[config.mk]
export PLATFORM = sky130hd
export DESIGN_NAME = px_scan_buffer
export DESIGN_NICKNAME = d
export VERILOG_FILES = /design/src/rtl/px_scan_buffer.sv
export SDC_FILE = /design/constraint.sdc
export NUM_CORES = 1
export LEC_CHECK = 0
export BUFFER_PORTS_ARGS = -buffer_cell sky130_fd_sc_hd__buf_2
export CAP_MARGIN = 20
export CORE_MARGIN = 1
export CORE_UTILIZATION = 45
export DETAILED_ROUTE_END_ITERATION = 7
export PLACE_DENSITY = 0.73
export REMOVE_ABC_BUFFERS = 1
export SLEW_MARGIN = 20
export SYNTH_ARGS = -nofsm -noshare
export SYNTH_HDL_FRONTEND = slang
export SYNTH_SLANG_ARGS = --single-unit
[constraint.sdc]
create_clock -name clk -period 5.3 [get_ports clk]
set_input_delay 0.795 -clock clk [delete_from_list [all_inputs] [get_ports clk]]
set_output_delay 0.795 -clock clk [all_outputs]
set_load 0.01 [all_outputs]
[src/rtl/px_scan_buffer.sv]
// Pixel scan sequencer with result FIFO.
// Steps through NPIX pixels: clear the shared counter, open one oscillator for a
// programmed window, let the count settle, then capture it into a FIFO that the
// I2C side drains one word per rd_ack.
// Optional macro PX_TAG_EN: tag each captured word with its pixel index.
module px_scan_buffer #(
  parameter int unsigned NPIX       = 24,
  parameter int unsigned WIN_W      = 16,
  parameter int unsigned FIFO_DEPTH = 8
) (
  input  logic              clk,
  input  logic              rst,
  input  logic              start,
  input  logic [WIN_W-1:0]  win_len,
  input  logic [31:0]       counter_val,
  output logic              clr_counter,
  output logic [4:0]        px_addr,
  output logic [NPIX-1:0]   stop_osc,
  output logic [31:0]       rd_data,
  output logic              rd_valid,
  input  logic              rd_ack,
  output logic              busy,
  output logic              done,
  output logic              overflow
);

  localparam int unsigned PtrW = $clog2(FIFO_DEPTH);

  localparam logic [NPIX-1:0]  AllOnes  = {NPIX{1'b1}};
  localparam logic [NPIX-1:0]  OneHot0  = 1;
  localparam logic [WIN_W-1:0] WinOne   = 1;
  localparam logic [4:0]       LastPix  = 5'(NPIX - 1);
  localparam logic [PtrW-1:0]  PtrOne   = 1;
  localparam logic [PtrW:0]    CntOne   = 1;
  localparam logic [PtrW:0]    DepthCnt = FIFO_DEPTH[PtrW:0];

  typedef enum logic [2:0] {StIdle, StClr, StRun, StSettle, StCapt, StNext} state_e;

  state_e           state_q;
  logic [WIN_W-1:0] win_cnt_q;
  logic             settle_q;

  logic [31:0]      mem_q [FIFO_DEPTH];
  logic [PtrW-1:0]  wr_ptr_q, rd_ptr_q;
  logic [PtrW:0]    count_q;

  logic             fifo_full;
  logic             push;
  logic             pop;
  logic [WIN_W-1:0] win_load;
  logic [31:0]      capt_word;

  // Window of zero behaves as a single-cycle window.
  assign win_load = (win_len == '0) ? WinOne : win_len;

`ifdef PX_TAG_EN
  assign capt_word = {3'b000, px_addr, counter_val[23:0]};
`else
  assign capt_word = counter_val;
`endif

  // FIFO status and handshake; a pop frees a slot for a same-cycle push.
  assign rd_valid  = (count_q != '0);
  assign fifo_full = (count_q == DepthCnt);
  assign pop       = rd_ack && rd_valid;
  assign push      = (state_q == StCapt) && (!fifo_full || pop);
  assign rd_data   = rd_valid ? mem_q[rd_ptr_q] : 32'h0;

  // Scan FSM with registered outputs.
  always_ff @(posedge clk or negedge rst) begin
    if (!rst) begin
      state_q     <= StIdle;
      win_cnt_q   <= '0;
      settle_q    <= 1'b0;
      px_addr     <= 5'd0;
      stop_osc    <= AllOnes;
      clr_counter <= 1'b0;
      busy        <= 1'b0;
      done        <= 1'b0;
      overflow    <= 1'b0;
    end else begin
      done        <= 1'b0;
      clr_counter <= 1'b0;
      unique case (state_q)
        StIdle: begin
          if (start) begin
            state_q     <= StClr;
            px_addr     <= 5'd0;
            overflow    <= 1'b0;
            clr_counter <= 1'b1;
            busy        <= 1'b1;
          end
        end
        StClr: begin
          win_cnt_q <= win_load;
          stop_osc  <= AllOnes ^ (OneHot0 << px_addr);
          state_q   <= StRun;
        end
        StRun: begin
          if (win_cnt_q <= WinOne) begin
            stop_osc <= AllOnes;
            settle_q <= 1'b0;
            state_q  <= StSettle;
          end else begin
            win_cnt_q <= win_cnt_q - WinOne;
          end
        end
        StSettle: begin
          if (settle_q) begin
            state_q <= StCapt;
          end else begin
            settle_q <= 1'b1;
          end
        end
        StCapt: begin
          if (fifo_full && !rd_ack) begin
            overflow <= 1'b1;
          end
          state_q <= StNext;
        end
        StNext: begin
          if (px_addr == LastPix) begin
            state_q <= StIdle;
            busy    <= 1'b0;
            done    <= 1'b1;
          end else begin
            px_addr     <= px_addr + 5'd1;
            clr_counter <= 1'b1;
            state_q     <= StClr;
          end
        end
        default: state_q <= StIdle;
      endcase
    end
  end

  // FIFO pointers and occupancy.
  always_ff @(posedge clk or negedge rst) begin
    if (!rst) begin
      wr_ptr_q <= '0;
      rd_ptr_q <= '0;
      count_q  <= '0;
    end else begin
      if (push) begin
        wr_ptr_q <= wr_ptr_q + PtrOne;
      end
      if (pop) begin
        rd_ptr_q <= rd_ptr_q + PtrOne;
      end
      if (push && !pop) begin
        count_q <= count_q + CntOne;
      end else if (pop && !push) begin
        count_q <= count_q - CntOne;
      end
    end
  end

  // FIFO storage; contents are only meaningful below the occupancy count.
  always_ff @(posedge clk) begin
    if (push) begin
      mem_q[wr_ptr_q] <= capt_word;
    end
  end

endmodule
==> flow_summary.json <==
{
  "status": "finished, final reports clean",
  "internal_power_mw": 5.40,
  "first_global_vias": 7255,
  "drt-wirelength-per-cell_um": 19.8,
  "ys_types": 55,
  "synthXorXnorAreaFrac": 0.00600,
  "clkPwrFrac": 0.288,
  "sw_frac_of_total": 0.315,
  "cts_max_path_buffers": 3,
  "peakVddDrop_uv": 274,
  "cts_tree": "yes",
  "cts_buffers": 34,
  "cts.sinks": 319,
  "hold_viol": 0,
  "fp.dieH_um": 173,
  "r2r-end": "mem_q[7][21]",
  "ff2ff_setup_slack_ns": 2.51,
  "ys.flop_type": "edfxtp_1",
  "crit_fanout": 32,
  "place.detailed.hpwl_mm": 14.8,
  "cp.required_ns": 4.51,
  "synth_compound_area_frac": 0.0327,
  "cts_hold_buf": 0,
  "slew_violations": 0,
  "start_util": 0.458,
  "fp.dieW_um": 173,
  "antenna_found_initial": 5,
  "ys_warn_count": 0,
  "synth_mux_area_frac": 0.162,
  "io_buffers": 117,
  "drv_cap": 0,
  "syn-cell-area_sq_um": 13100,
  "yosysSeqAreaShare": 0.707,
  "wirelength_mm": 25.7,
  "p_comb_frac": 0.295,
  "cts_setup_buffers": 0,
  "crit_start": "rd_ptr_q[0]",
  "worstPathArrival_ns": 2.81,
  "htreeDepth": 2,
  "clk_latency_ns": 0.52,
  "skew_ns": 0.0222,
  "area_growth_pct": 17.0,
  "post-route-period-util": 0.680,
  "gp_congestion": 0.775,
  "timing.fmax_mhz": 277,
  "drc_errors": 0,
  "p_leak_nw": 5.46,
  "viasPerCell": 5.54,
  "powerDensity_nw_per_um2": 513,
  "synth_edf_count": 256,
  "grt_max_degree": 64,
  "ys_seq_elements": 319,
  "crit_path_end_kind": "primary output",
  "p_seq_frac": 0.417,
  "dieArea_sq_um": 29900,
  "hold_path.class": "input port to async pin",
  "grt_use_total": 0.176,
  "rsz0062_at_grt": "false",
  "synth-async-reset-ratio": 0.197,
  "num_vias": 7179,
  "r2r-start": "state_q[1]",
  "ios": 118,
  "drive_gt1_frac": 0.346,
  "cts_resized": 0,
  "final.min_clock_period_ns": 3.60,
  "dp.cells": 1231,
  "stdcell_count": 1297,
  "worstMarginPinSlew_ns": 1.09,
  "fin_tns_setup_ns": 0,
  "rows": 62,
  "synth_top_family_by_area": "multiplexers",
  "power_mw": 7.88,
  "dr.pass1.iters": 5,
  "crit_path_end": "rd_data[6]",
  "r2r_cells": 6,
  "clock-root-buffer": "clkbuf_16",
  "critPathLaunchType": "flip-flop",
  "grt_overflow_total": 0,
  "drt_iter0_drc": 537,
  "placed_cell_area_sq_um": 14200,
  "finalSetupViolCount": 0,
  "ant_nets": 0,
  "final_area_sq_um": 15400,
  "power.switching_mw": 2.48,
  "timing.max_slew.rel_slack": 0.265,
  "syn-instance-count": 753,
  "synth-simple-area-share": 0.0623,
  "avgSynthCellArea_sq_um": 17.4,
  "path_clk_slew_ns": 0.07,
  "synthAdderAreaFrac": 0.0139,
  "grt_pass1_wl_mm": 41.0,
  "final_nets": 952,
  "core_sq_um": 28700,
  "setup.worst_path.class": "flip-flop to primary output"
}
registers in the layout, summed over array words and instances (netlist names):
signal	flops
count_q	4
wr_ptr_q	3
win_cnt_q	16
rd_ptr_q	3
busy	1
state_q	3
stop_osc	24
done	1
overflow	1
settle_q	1
px_addr	5
mem_q	256
clr_counter	1
how the worst min path moves through the flow:
| stage | startpoint | end | depth (start not counted) | slack (ns) |
|---|---|---|---|---|
| after detailed placement | rd_ptr_q[2] | rd_ptr_q[2] | 1 | 0.47 |
| after global placement | rd_ptr_q[2] | rd_ptr_q[2] | 1 | 0.46 |
| after floorplan | win_cnt_q[7] | win_cnt_q[7] | 1 | 0.45 |
| after global routing | rst | win_cnt_q[4] | 2 | 0.50 |
| after CTS | rd_ptr_q[2] | rd_ptr_q[2] | 1 | 0.47 |
| final | rst | win_cnt_q[4] | 2 | 0.43 |
critical path, cell delays in order, from the launching register on:
cell and delay, ns:
dfrtp_4 0.84, buf_4 0.48, mux4_2 0.57, mux2i_1 0.17, nor2_1 0.08, buf_2 0.17
layout make-up:
type | instances | area [sq um]
Sequential cell | 319 | 9300
Tap cell | 384 | 480
Clock inverter | 20 | 189
Multi-Input combinational cell | 385 | 3710
Fill cell | 2248 | 13300
Inverter | 14 | 52.6
Clock buffer | 41 | 877
Antenna cell | 2 | 5.00
Timing Repair Buffer | 132 | 746
cell usage in the layout, fill, tap and decap left out, types with 8 or more instances in the layout:
master,count
buf_2,117
nor2_1,56
nand2_1,34
clkbuf_16,34
nor3_1,15
mux4_2,64
mux2i_1,32
buf_4,12
inv_1,14
edfxtp_1,256
dfrtp_1,36
xnor2_1,8
a21oi_1,23
dfstp_2,24
nand3_1,17
o21ai_0,32
mux2_4,20
ha_1,13
layer usage:
metal / vias to the layer above / wire, um / share of wire / GRT usage
met3: 39 / 1950 / 0.076 / 0.0466
li1: 3223 / - / - / -
met4: 6 / 375 / 0.015 / 0.0424
met1: 3677 / 11000 / 0.43 / 0.239
met2: 234 / 12400 / 0.48 / 0.283
met5: - / 29 / 0.0011 / 0
metrics by stage:
stage / hold WS [ns] / setup WS, ns / utilization
after detailed placement: 0.468 / 2.12 / 0.496
after global placement: 0.456 / 2.17 / 0.495
final: 0.430 / 1.70 / 0.535
after global routing: 0.499 / 1.47 / 0.535
after CTS: 0.475 / 1.56 / 0.533
after floorplan: 0.448 / 0.435 / -
power by group through the flow:
stage          sequential, mW  combinational [mW]  clock [mW]
6_report                 3.29                2.32        2.27
3_3_place_gp             3.33                2.29           0
3_5_place_dp             3.34                2.34           0
2_1_floorplan            3.37                1.56           0
5_1_grt                  3.33                2.57        2.41
4_1_cts                  3.29                2.35        2.32
synth_stat cells, types with 4 or more instances:
| library cell | number | share of area |
|---|---|---|
| a21oi_1 | 23 | 0.0088 |
| buf_2 | 6 | 0.0023 |
| clkbuf_1 | 24 | 0.0069 |
| dfrtp_1 | 39 | 0.074 |
| dfstp_2 | 24 | 0.048 |
| edfxtp_1 | 256 | 0.59 |
| ha_1 | 13 | 0.012 |
| inv_1 | 14 | 0.0040 |
| mux2_2 | 6 | 0.0051 |
| mux2_4 | 20 | 0.023 |
| mux2i_1 | 32 | 0.024 |
| mux4_2 | 64 | 0.11 |
| nand2_1 | 34 | 0.0097 |
| nand2b_1 | 4 | 0.0019 |
| nand3_1 | 17 | 0.0065 |
| nor2_1 | 59 | 0.017 |
| nor2b_1 | 4 | 0.0019 |
| nor3_1 | 19 | 0.0072 |
| nor4_1 | 7 | 0.0033 |
| o21ai_0 | 32 | 0.012 |
| xnor2_1 | 8 | 0.0053 |
cell families after synthesis:
group | count (synthesis)
compound gates | 73
flops | 319
simple gates | 167
buf+inv | 49
xor+xnor | 9
fa+ha+maj | 14
mux | 122
(Power assumes the default switching activity.)
